`config.mk`:
```
export PLATFORM = sky130hd
export DESIGN_NAME = modport_fifo
export DESIGN_NICKNAME = d
export VERILOG_FILES = /design/src/rtl/fifo_pkg.sv /design/src/rtl/fifo_mem.sv /design/src/rtl/modport_fifo.sv
export SDC_FILE = /design/constraint.sdc
export NUM_CORES = 1
export LEC_CHECK = 0
export ABC_AREA = 1
export BUFFER_PORTS_ARGS = -buffer_cell sky130_fd_sc_hd__buf_2
export CAP_MARGIN = 10
export CELL_PAD_IN_SITES_DETAIL_PLACEMENT = 0
export CELL_PAD_IN_SITES_GLOBAL_PLACEMENT = 1
export CORE_ASPECT_RATIO = 2
export CORE_MARGIN = 8
export CORE_UTILIZATION = 35
export CTS_BUF_LIST = sky130_fd_sc_hd__clkbuf_4
export DETAILED_ROUTE_END_ITERATION = 6
export PLACE_DENSITY = 0.6
export SYNTH_ARGS = -nofsm -noshare
export SYNTH_HDL_FRONTEND = slang
export SYNTH_HIERARCHICAL = 1
export SYNTH_SLANG_ARGS = --single-unit
```
`constraint.sdc`:
```
create_clock -name clk -period 2.4 [get_ports clk]
set_clock_uncertainty 0.1 [all_clocks]
set_input_delay 0.48 -clock clk [delete_from_list [all_inputs] [get_ports clk]]
set_output_delay 0.48 -clock clk [all_outputs]
set_load 0.05 [all_outputs]
```
`src/rtl/fifo_pkg.sv`:
```
// rtl/fifo_pkg.sv - shared defaults and pointer sizing for the modport FIFO
package fifo_pkg;

    localparam int DEF_DEPTH = 8;
    localparam int DEF_WIDTH = 8;

    // Pointers carry one extra wrap bit above the index bits.
    localparam int PTR_W = $clog2(DEF_DEPTH) + 1;

endpackage

```
`src/rtl/fifo_mem.sv`:
```
// rtl/fifo_mem.sv - DEPTH x WIDTH register array, synchronous write and registered read
module fifo_mem
    import fifo_pkg::*;
#(
    parameter int DEPTH = DEF_DEPTH,
    parameter int WIDTH = DEF_WIDTH,
    localparam int IDX_W = $clog2(DEPTH)
) (
    input  logic             clk,
    input  logic             rst,
    input  logic             wr_en,
    input  logic [IDX_W-1:0] wr_addr,
    input  logic [WIDTH-1:0] wr_data,
    input  logic             rd_en,
    input  logic [IDX_W-1:0] rd_addr,
    output logic [WIDTH-1:0] rd_data
);

    logic [WIDTH-1:0] mem [DEPTH];

    // Array is deliberately left out of reset; only the read register clears.
    always_ff @(posedge clk) begin
        if (wr_en) begin
            mem[wr_addr] <= wr_data;
        end
    end

    always_ff @(posedge clk or posedge rst) begin
        if (rst) begin
            rd_data <= '0;
        end else if (rd_en) begin
            rd_data <= mem[rd_addr];
        end
    end

endmodule

```
`src/rtl/modport_fifo.sv`:
```
// rtl/modport_fifo.sv - synchronous FIFO with wrap-bit pointers and combinational flags
module modport_fifo
    import fifo_pkg::*;
#(
    parameter int DEPTH = DEF_DEPTH,
    parameter int WIDTH = DEF_WIDTH
) (
    input  logic             clk,
    input  logic             rst_n,
    input  logic             w_en,
    input  logic             r_en,
    input  logic [WIDTH-1:0] data_in,
    output logic [WIDTH-1:0] data_out,
    output logic             full,
    output logic             empty
);

    localparam int IDX_W = $clog2(DEPTH);
    localparam int PW    = IDX_W + 1;

    logic [PW-1:0] wr_ptr;
    logic [PW-1:0] rd_ptr;
    logic          wr_accept;
    logic          rd_accept;

    // rst_n is active-high despite its name.
    assign empty = (wr_ptr == rd_ptr);
    assign full  = (wr_ptr[IDX_W-1:0] == rd_ptr[IDX_W-1:0]) &&
                   (wr_ptr[IDX_W] != rd_ptr[IDX_W]);

    // Full gates writes and empty gates reads, which also settles the
    // simultaneous request cases at both boundaries.
    assign wr_accept = w_en && !full;
    assign rd_accept = r_en && !empty;

    always_ff @(posedge clk or posedge rst_n) begin
        if (rst_n) begin
            wr_ptr <= '0;
            rd_ptr <= '0;
        end else begin
            if (wr_accept) begin
                wr_ptr <= wr_ptr + PW'(1);
            end
            if (rd_accept) begin
                rd_ptr <= rd_ptr + PW'(1);
            end
        end
    end

    fifo_mem #(
        .DEPTH (DEPTH),
        .WIDTH (WIDTH)
    ) u_mem (
        .clk     (clk),
        .rst     (rst_n),
        .wr_en   (wr_accept),
        .wr_addr (wr_ptr[IDX_W-1:0]),
        .wr_data (data_in),
        .rd_en   (rd_accept),
        .rd_addr (rd_ptr[IDX_W-1:0]),
        .rd_data (data_out)
    );

endmodule

```
# Word-level counts from Yosys, hierarchy flattened
# Memory sizes are Yosys's and may differ from the RTL's. A register that Yosys moved wholly into a read port is not among the register bits.
# Cells that the tools add are included.
word_totals:
  regBits: 8
  ramBits: 64
  output_inout_bits: 10
  wordCells: 15
  memories: 1
memory_table:
  columns: ["memory", "words", "width", "rd", "rd_clocked_by_memory_dff", "wr", "line", "text"]
  rows:
  - ["u_mem.mem", 8, 8, 1, 1, 1, "fifo_mem.sv:19", "logic [WIDTH-1:0] mem [DEPTH];"]
op_classes:
  n_addsub: 2
  eq_ne: 3
  n_mux: 2
  n_reduce_logical: 5
ops:
  columns: ["op", "n"]
  rows:
  - ["$add 4x1->4 const B", 2]
  - ["$eq 4x4->1", 1]
  - ["$eq 3x3->1", 1]
  - ["$logic_and 1x1->1", 3]
  - ["$logic_not 1->1", 2]
  - ["$mux 1", 2]
  - ["$ne 1x1->1", 1]

# Logic depth before layout (Yosys ltp)
# Gate-level depths: netlist of the first run.
depth:
  depth_word: 6
  depth_mapped: 11
  mapped_depth_nobuf: 10

# Modules after synthesis
# The synthesis of the first run kept the hierarchy.
modules_own_cells:
  columns: ["mod", "instances", "cells_per_inst", "area_each_um2", "seq_area_each_um2"]
  rows:
  - ["fifo_mem", 1, 298, 3091.7, 2122.0]
  - ["modport_fifo", 1, 75, 529.3, 200.2]

# Worst setup path before layout of the first run
# Ideal clock, no wire load.
synth_timing:
  path_type: "register to register"
  from: "register wr_ptr[2]"
  to: "memory u_mem/mem[1][0] (netlist name), enable pin"
  setup_time_ns: 0.370
  t_arrival_ns: 1.393
  setup_slack_ns: 0.536
  stages_incl_launch_ff: 9
  n_path_buf: 0
  synth_period_minus_slack_ns: 1.864
  path_cell_list: "dfrtp_1 -> inv_1 -> nand2_1 -> nand2_1 -> nand4_2 -> nand2_2 -> inv_1 -> nand2_1 -> nor2_1"
synth_between:
  elab_chain_cells: 6
synth_lines:
  columns: ["item", "line", "text"]
  rows:
  - ["start: declaration", "modport_fifo.sv:21", "logic [PW-1:0] wr_ptr;"]
  - ["start signal: assignment", "modport_fifo.sv:42", "wr_ptr <= wr_ptr + PW'(1);"]
  - ["$eq 3x3->1", "modport_fifo.sv:28", "assign full = (wr_ptr[IDX_W-1:0] == rd_ptr[IDX_W-1:0]) &&"]
  - ["$logic_and 1x1->1", "modport_fifo.sv:28", null]
  - ["$logic_not 1->1", "modport_fifo.sv:33", "assign wr_accept = w_en && !full;"]
  - ["$logic_and 1x1->1", "modport_fifo.sv:33", null]
  - ["via wr_accept", "modport_fifo.sv:23", "logic wr_accept;"]
  - ["$mux 1", "fifo_mem.sv:23", "if (wr_en) begin"]
  - ["$mux 1 (not written as such)", "fifo_mem.sv:24", "mem[wr_addr] <= wr_data;"]
  - ["end: declaration", "fifo_mem.sv:19", null]
# The timed path passes the listed nets, and every way through them passes these cells.

# Worst setup path after layout of the first run
layout_timing:
  from: "register wr_ptr[0]"
  to: "output port empty"
layout_between:
  elab_chain_cells: 1
layout_lines:
  columns: ["item", "line", "text"]
  rows:
  - ["$eq 4x4->1", "modport_fifo.sv:27", "assign empty = (wr_ptr == rd_ptr);"]
  - ["end: declaration", "modport_fifo.sv:15", "output logic empty"]
# Every way passes these cells.

==> impl_metrics.csv, run 1 <==
group,metric,value,unit
logic_synthesis,synth.cell_area,3620,µm²
detailed_routing,route.detailed.wl_per_inst,15.0,µm
timing,max_slew.worst_pin.slew,0.423,ns
logic_synthesis,synth_nets,387,
final_layout,area_growth,12.2,%
floorplan,die_area,14100,µm²
detailed_routing,antenna_nets_post_route,0,
global_route,vias_in_the_first_global_route,2517,
hold_path,worst_hold_path_type,"in2reg",
timing,finalWorstPathRequiredPeriod,2.26,ns
critical_path,reg2reg_slack,0.48,ns
run,max_cap_violations,0,
global_route,maximum_number_of_pins_on_one_net_before_global_route_repair,36,
logic_synthesis,synth_seq_area_share,0.641,
floorplan,initial_core_util,0.359,
placed_design,gpl.final_weighted_congestion,0.776,
critical_path,crit_path_max_fanout,7,
critical_path,crit_path_end_kind,"output pin",
placed_design,dp_hpwl,5690,µm
timing,grt_setup_unrepaired,"no",
timing,setup-violations-final,0,
timing,timing.fmax,0.442,GHz
pwr,p_leak,1.91,nW
timing,final-max-slew-violation-count,0,
final_layout,final_core_util,0.403,
final_layout,drive_gt1_frac,0.144,
timing,hold_slack,0.231,ns
critical_path,setup.worst_path.class,"reg2out",
final_layout,total_nets_final,420,
floorplan,die_x,87.9,µm
clocking,cts_tree,"built",
logic_synthesis,synthesis.area_per_instance,9.71,µm²
placed_design,port_bufs,21,
global_route,global_route.overflow_total,0,
clocking,cts_root_buffer,"clkbuf_4",
run_status,result_of_the_run,"complete, no violations",
pwr,power.density_cell_area,1180,nW/µm²
logic_synthesis,postSynthCellCount,373,
global_route,grt_first_pass_wirelength,13200,µm
floorplan,num_io_pins,22,
detailed_routing,postRouteWirelength,8210,µm
detailed_routing,dr_total_vias,2492,
floorplan,die_height,160,µm
detailed_routing,first_iter_violations,188,
critical_path,required,1.82,ns
detailed_routing,vias_per_cell,4.56,
logic_synthesis,synth_cell_type_count,17,
timing,tightest_slew_margin_relative_to_the_limit,0.718,
clocking,clock-sinks,80,
critical_path,critPathArrivalTime,1.68,ns
pwr,worst_ir_drop_vdd,0.000677,V
timing,final_cycle_utilization_of_the_critical_path,0.944,
logic_synthesis,ys_warns,6,
clocking,numCtsBuffers,9,
critical_path,worstSetupStartpointType,"flip-flop",
clocking,cts.htree.levels,3,
floorplan,core,10100,µm²
final_layout,layout.filler_cells,1020,
clocking,ctsLongestPathBuffers,2,
timing,timing_hold_violations_final,0,
timing,setup_tns,0,ns
clocking,clk_latency,0.43,ns
final_layout,seq_area,2330,µm²
clocking,cts.reportedPaths.clkPinSlew,0.13,ns
detailed_routing,detail_route.first_pass.iterations,4,
global_route,grt_antenna_before_repair,1,
floorplan,core.rowCount,52,
global_route,grt_util_all_layers,0.128,
logic_synthesis,ys_seq_elements,80,
detailed_routing,drc_errors,0,
final_layout,multiInputGateArea,930,µm²
path summary, 6_finish.rpt:
check,to,startpoint,cells past startpoint
setup / recovery,empty,wr_ptr[0],6
max in group asynchronous,wr_ptr[2],rst_n,3
setup reg to reg,u_mem/mem[7][5],wr_ptr[1],10
hold / removal,u_mem/mem[5][7],data_in[7],1
hold reg to reg,u_mem/rd_data[1],u_mem/rd_data[1],2
min in group asynchronous,u_mem/rd_data[5],rst_n,3
stage by stage:
stage,instance area (µm²),worst slack (ns),instances,power [mW]
final,4060,0.135,547,4.81
after global routing,4060,0.0270,547,5.18
after CTS,4050,0.00360,546,4.89
after detailed placement,3880,0.417,529,3.98
after global placement,3880,0.414,529,3.97
after floorplan,3620,0.536,373,3.50
critical path, stage by stage (launching register included):
cell and delay [ns]:
dfrtp_2 0.48, inv_1 0.11, nand2_1 0.07, a21oi_1 0.17
nand2_2 0.13, inv_1 0.08, clkbuf_4 0.22
per-layer routing:
layer / up-vias / GRT usage / wire length, µm
met5: - / 0 / 0
met4: 0 / 0.0584 / 136
met3: 8 / 0.0288 / 256
met2: 38 / 0.225 / 4600
met1: 1205 / 0.138 / 3220
li1: 1241 / - / -
cell type report:
| type | count | share of cell area |
|---|---|---|
| flip-flops and latches | 80 | 0.573 |
| multi-input cells | 211 | 0.229 |
| inverters | 70 | 0.0659 |
| repair buffers | 34 | 0.0518 |
| well taps | 135 | 0.0416 |
| clock buffers | 11 | 0.0203 |
| clock inverters | 5 | 0.0179 |
| diodes | 1 | 0.000616 |
cells in the mapped netlist:
master / number / area (µm²)
dfrtp_1: 16 / 400
nor2_1: 8 / 30.0
buf_2: 3 / 15.0
buf_4: 4 / 30.0
edfxtp_1: 64 / 1920
ha_1: 2 / 25.0
xor2_1: 4 / 35.0
nor2_2: 1 / 6.26
buf_6: 5 / 56.3
inv_4: 2 / 12.5
nand2_4: 1 / 11.3
nand3_1: 58 / 290
nand4_2: 1 / 12.5
nand2_2: 3 / 18.8
inv_1: 68 / 255
nand2_1: 132 / 495
a21oi_1: 1 / 5.00
what timing repair did:
item | in CTS | in global routing
pin swaps | 0 | 0
buffers inserted | 0 | 0
hold buffers | 1 | 0
hold endpoints to repair | 16 | 0
resized for setup | 1 | 5
setup endpoints to repair | 1 | 2
cells by family (layout without fill, tap and decap cells):
| logic type | Yosys count | in the layout | synth area share |
|---|---|---|---|
| simple gates | 204 | 204 | 0.239 |
| buf+inv | 82 | 120 | 0.102 |
| flops | 80 | 80 | 0.641 |
| xor+xnor | 4 | 4 | 0.00967 |
| fa+ha+maj | 2 | 2 | 0.00691 |
| compound gates | 1 | 1 | 0.00138 |
| other cells | 0 | 1 | 0 |
where the power goes:
group	leakage (nW)	internal, mW	total [mW]	switching, mW
Combinational	1.05	0.560	1.96	1.40
Sequential	0.774	1.80	1.96	0.162
Clock	0.0859	0.439	0.892	0.454
cells in the final DEF, fill, tap and decap left out, types with 3 or more instances in the layout:
cell type / synthesis / final
buf_2: 3 / 19
buf_4: 4 / 12
clkbuf_4: 0 / 13
dfrtp_1: 16 / 12
dfrtp_2: 0 / 4
edfxtp_1: 64 / 64
inv_1: 68 / 68
nand2_1: 132 / 132
nand2_2: 3 / 3
nand3_1: 58 / 58
nor2_1: 8 / 8
xor2_1: 4 / 4
sequential cells by signal, summed over array words and instances (netlist names):
| name | count |
|---|---|
| u_mem/mem | 64 |
| u_mem/rd_data | 8 |
| rd_ptr | 4 |
| wr_ptr | 4 |
Power figures use the tool's default switching activity.
==> run 2: changes to the inputs <==
- PLACE_DENSITY: 0.6 -> unset
- PLACE_DENSITY_LB_ADDON: unset -> 0.1
==> run 2 against run 1 <==
Net effect:
- wire length fell by 2.2%
- non-clock buffer count rose by 1
- final area rose by 0.12%
- sequential cell count did not move
- global-route usage fell by 0.28 points
- clock-buffer cell count did not move
- register-to-register slack got worse by 0.09 ns
- combinational power barely moved
- maximum frequency rose by 1.4%
- cell count rose by 0.18%
- sequential share of layout area fell by 0.13 points
- critical path type unchanged
- critical endpoint unchanged
- highest routed layer unchanged
==> impl_metrics.csv, run 2 (synthesis results as in run 1) <==
group,metric,value,unit
run_status,result_of_the_run,"complete, no violations",
placed_design,dp_cells,530,
final_layout,final_common_cell,"nand2_1",
final_layout,most-common-layout-cells,"nand2_1, inv_1, edfxtp_1",
timing,finalWorstPathRequiredPeriod,2.23,ns
clocking,cts.reportedPaths.clkPinSlew,0.12,ns
critical_path,critPathArrivalTime,1.65,ns
critical_path,crit_path_max_fanout,7,
floorplan,die_x,87.9,µm
pwr,worst_ir_drop_vdd,0.000648,V
placed_design,gpl.final_weighted_congestion,0.728,
clocking,clock-sinks,80,
global_route,globalRoute.busiestLayer,"met2",
hold_path,worst_hold_path_type,"in2reg",
global_route,gr_met1_demand_resource,0.131,
critical_path,crit_chain,"inv_1 -> nand2_1 -> a21oi_1 -> nand2_2 -> inv_1 -> clkbuf_4",
critical_path,cp_slowest_cell,"dfrtp_1",
timing,final_cycle_utilization_of_the_critical_path,0.930,
placed_design,pre_cts_ws,0.329,ns
clocking,cts.htree.levels,3,
clocking,ctsLongestPathBuffers,2,
final_layout,final_core_util,0.403,
timing,timing.fmax,0.448,GHz
floorplan,die_area,14100,µm²
clocking,numCtsBuffers,9,
timing,hold_slack,0.255,ns
clocking,cts_tree,"built",
detailed_routing,detail_route.first_pass.iterations,4,
final_layout,largest_register_ff_count,64,
clocking,cts_root_buffer,"clkbuf_4",
final_layout,largest_register,"u_mem/mem",
placed_design,dp_hpwl,5780,µm
detailed_routing,drc_errors,0,
detailed_routing,postRouteWirelength,8040,µm
critical_path,crit_path_end_kind,"output pin",
detailed_routing,vias_per_cell,4.43,
final_layout,reg.largest.list,"u_mem/mem x64, u_mem/rd_data x8",
floorplan,core.rowCount,52,
timing,tightest_slew_margin_relative_to_the_limit,0.710,
pwr,power.density_cell_area,1180,nW/µm²
detailed_routing,route.detailed.wl_per_inst,14.7,µm
detailed_routing,first_iter_violations,173,
timing,final-max-slew-violation-count,0,
final_layout,final_instance_count_without_filler_cells,548,
critical_path,worstPathBufferInverterCount,3,
global_route,grt_use_met2,0.225,
detailed_routing,antenna_nets_post_route,0,
global_route,grt_util_all_layers,0.125,
critical_path,setup.worst_path.class,"reg2out",
timing,setup-violations-final,0,
global_route,maximum_number_of_pins_on_one_net_before_global_route_repair,37,
critical_path,path_delay_family,"flip-flops",
detailed_routing,dr_total_vias,2425,
final_layout,area_growth,12.3,%
floorplan,die_height,160,µm
floorplan,num_io_pins,22,
placed_design,port_bufs,21,
timing,timing_hold_violations_final,0,
clocking,post_cts.repair.setup_buffers,0,
clocking,clk_latency,0.42,ns
global_route,global_route.overflow_total,0,
critical_path,worstSetupStartpointType,"flip-flop",
global_route,vias_in_the_first_global_route,2438,
final_layout,total_nets_final,421,
floorplan,core,10100,µm²
critical_path,cp_slowest_stage_delay,0.47,ns
floorplan,initial_core_util,0.359,
global_route,gr-usage-met3,0.0257,
global_route,grt_antenna_before_repair,1,
critical_path,path_common_cell,"inv_1",
run,max_cap_violations,0,
critical_path,required,1.82,ns
global_route,grt_first_pass_wirelength,12900,µm
final_layout,drive_gt1_frac,0.141,
timing,max_slew.worst_pin.slew,0.434,ns
timing,fin_ws,0.168,ns
pwr,p_leak,1.91,nW
-- run 2: cell types whose count changed in the layout (fill, tap and decap cells not counted) --
cell,previous run,this run
buf_4,12,13
dfrtp_1,12,14
dfrtp_2,4,2
-- run 2: repair_timing --
| action | CTS | global route |
|---|---|---|
| gates resized for setup | 0 | 4 |
| hold buffers | 1 | 0 |
| setup endpoints to repair | 0 | 2 |
| hold endpoints to repair | 16 | 0 |
-- run 2: layer usage --
layer	wire [µm]	up-vias
li1	-	1245
met1	3100	1130
met2	4530	39
met3	250	11
met4	159	0
met5	0	-
-- run 2: cell type report --
type | count | area (µm²)
inverter | 70 | 268
clock inverter | 5 | 72.6
timing repair buffer | 35 | 218
sequential | 80 | 2320
fill | 1021 | 6020
antenna | 1 | 2.50
multi-input combinational | 211 | 930
tap | 135 | 169
clock buffer | 11 | 82.6
-- run 2: path summary, 6_finish.rpt --
| path | start | cells past startpoint | slack [ns] | end |
|---|---|---|---|---|
| max in group asynchronous | rst_n | 3 | 1.42 | wr_ptr[1] |
| min in group asynchronous | rst_n | 3 | 0.48 | u_mem/rd_data[6] |
| worst max register to register | wr_ptr[0] | 9 | 0.39 | u_mem/mem[4][4] |
| worst max-delay path | wr_ptr[0] | 6 | 0.17 | empty |
| worst min-delay path | data_in[5] | 1 | 0.25 | u_mem/mem[1][5] |
| worst min register to register | u_mem/rd_data[0] | 2 | 0.38 | u_mem/rd_data[0] |
-- run 2: metrics by stage --
stage               total power, mW  instance area (µm²)  TNS (ns)
floorplan                      3.50                 3620         0
global placement               3.97                 3890         0
detailed placement             3.97                 3890         0
CTS                            4.84                 4060         0
global route                   5.17                 4070  -0.00702
finish                         4.78                 4070         0
-- run 2: report_power, final --
group          switching (mW)  internal [mW]  total [mW]  leakage [nW]
registers               0.147           1.79        1.94         0.776
logic                    1.41          0.565        1.98          1.05
clock network           0.427          0.439       0.865        0.0859
total                    1.99           2.80        4.78          1.91
==> run 3: changes to the inputs <==
- CELL_PAD_IN_SITES_DETAIL_PLACEMENT: 0 -> unset
- CELL_PAD_IN_SITES_GLOBAL_PLACEMENT: 1 -> unset
- PLACE_DENSITY_LB_ADDON: 0.1 -> unset
==> run 3 against run 2 <==
Net effect:
- hold slack worse by 0.043 ns
- die area unchanged
- global-route usage down 0.78 points
- sequential cell count unchanged
- first-iteration DRC count down 9.8%
- worst setup slack worse by 0.021 ns
- critical path type unchanged
==> impl_metrics.csv, run 3 (synthesis results as in run 1) <==
group,metric,value,unit
global_route,grt_antenna_before_repair,1,
floorplan,num_io_pins,22,
timing,timing.fmax,0.444,GHz
detailed_routing,drc_errors,0,
timing,hold_slack,0.211,ns
clocking,cts_tree,"built",
detailed_routing,postRouteWirelength,7660,µm
pwr,p_leak,1.88,nW
run,max_cap_violations,0,
global_route,grt_util_all_layers,0.117,
timing,final-max-slew-violation-count,0,
final_layout,layout.filler_cells,991,
floorplan,die_x,87.9,µm
timing,setup-violations-final,0,
global_route,vias_in_the_first_global_route,2556,
timing,finalWorstPathRequiredPeriod,2.25,ns
clocking,post_cts.repair.setup_buffers,0,
final_layout,final_common_cell,"nand2_1",
detailed_routing,dr_total_vias,2497,
clocking,cts.htree.levels,3,
clocking,clock-sinks,80,
detailed_routing,antenna_nets_post_route,0,
clocking,clk_latency,0.42,ns
global_route,grt_first_pass_wirelength,12400,µm
critical_path,cp_slowest_cell,"dfrtp_1",
clocking,cts_root_buffer,"clkbuf_4",
placed_design,dp_cells,528,
final_layout,largest_register,"u_mem/mem",
timing,tightest_slew_margin_relative_to_the_limit,0.717,
detailed_routing,detail_route.first_pass.iterations,4,
final_layout,largest_register_ff_count,64,
clocking,ctsLongestPathBuffers,2,
floorplan,core,10100,µm²
critical_path,required,1.82,ns
final_layout,reg.largest.list,"u_mem/mem x64, u_mem/rd_data x8",
clocking,numCtsBuffers,9,
placed_design,port_bufs,21,
critical_path,setup.worst_path.class,"reg2out",
clocking,cts.reportedPaths.clkPinSlew,0.12,ns
critical_path,crit_path_max_fanout,6,
floorplan,die_height,160,µm
final_layout,final_instance_count_without_filler_cells,546,
critical_path,worstSetupStartpointType,"flip-flop",
detailed_routing,route.detailed.wl_per_inst,14.0,µm
timing,setup_tns,0,ns
critical_path,cp_slowest_stage_delay,0.42,ns
floorplan,initial_core_util,0.359,
final_layout,drive_gt1_frac,0.139,
final_layout,area_growth,11.2,%
final_layout,most-common-layout-cells,"nand2_1, inv_1, edfxtp_1",
final_layout,final_core_util,0.399,
timing,grt_setup_unrepaired,"no",
final_layout,total_nets_final,419,
critical_path,crit_chain,"inv_1 -> nand2_1 -> nand2_2 -> nand4_2 -> inv_1 -> buf_2",
global_route,global_route.overflow_total,0,
pwr,worst_ir_drop_vdd,0.000701,V
critical_path,crit_path_end_kind,"output pin",
global_route,maximum_number_of_pins_on_one_net_before_global_route_repair,37,
detailed_routing,first_iter_violations,156,
floorplan,core.rowCount,52,
critical_path,path_common_cell,"inv_1",
placed_design,dp_hpwl,5380,µm
floorplan,die_area,14100,µm²
timing,final_cycle_utilization_of_the_critical_path,0.939,
run_status,result_of_the_run,"complete, no violations",
critical_path,critPathArrivalTime,1.67,ns
detailed_routing,vias_per_cell,4.57,
timing,timing_hold_violations_final,0,
placed_design,gpl.final_weighted_congestion,0.748,
timing,max_slew.worst_pin.slew,0.425,ns
hold_path,worst_hold_path_type,"in2reg",
pwr,power.density_cell_area,1160,nW/µm²
## run 3: stage by stage
step	instance area, µm²	setup slack, ns	total power [mW]
2_1_floorplan	3620	0.536	3.50
3_3_place_gp	3880	0.546	3.89
3_5_place_dp	3880	0.507	3.94
4_1_cts	4020	0.0466	4.71
5_1_grt	4030	0.00471	4.99
6_report	4030	0.147	4.65
## run 3: final cells by class
cell class | count | area (µm²) | share of cell area
antenna | 1 | 2.50 | 0.000622
clock buffer | 9 | 67.6 | 0.0168
clock inverter | 7 | 62.6 | 0.0155
inverter | 70 | 268 | 0.0665
multi-input combinational | 211 | 930 | 0.231
sequential | 80 | 2330 | 0.578
tap | 135 | 169 | 0.0420
timing repair buffer | 33 | 200 | 0.0497
## run 3: repair_timing
item | in CTS | in global routing
resized for setup | 0 | 4
endpoints found under the setup margin | 0 | 2
hold buffers | 1 | 0
hold endpoints to repair | 16 | 0
## run 3: worst paths after layout
check	from	endpoint	slack, ns	depth (start not counted)
worst min register to register	u_mem/rd_data[6]	u_mem/rd_data[6]	0.39	2
worst max-delay path	wr_ptr[3]	full	0.15	6
min in group asynchronous	rst_n	u_mem/rd_data[1]	0.45	3
max in group asynchronous	rst_n	wr_ptr[2]	1.45	3
worst max register to register	wr_ptr[1]	u_mem/mem[7][0]	0.52	10
worst min-delay path	data_in[5]	u_mem/mem[7][5]	0.21	1
## run 3: power by group
part | internal, mW | total, mW | switching [mW] | leakage [nW]
Clock | 0.307 | 0.752 | 0.445 | 0.0668
Sequential | 1.80 | 1.94 | 0.147 | 0.775
Combinational | 0.557 | 1.96 | 1.40 | 1.04
Total | 2.66 | 4.65 | 1.99 | 1.88
## run 3: per-layer routing
layer / track usage / share of wire
met5: 0 / 0
met4: 0.0616 / 0.025
met3: 0.0288 / 0.042
met2: 0.216 / 0.56
met1: 0.113 / 0.37
## run 3: critical path: cells and delay by family (launching register included)
family,cells,cell delay (ns)
buf+inv,3,0.46
flops,1,0.42
simple gates,3,0.37
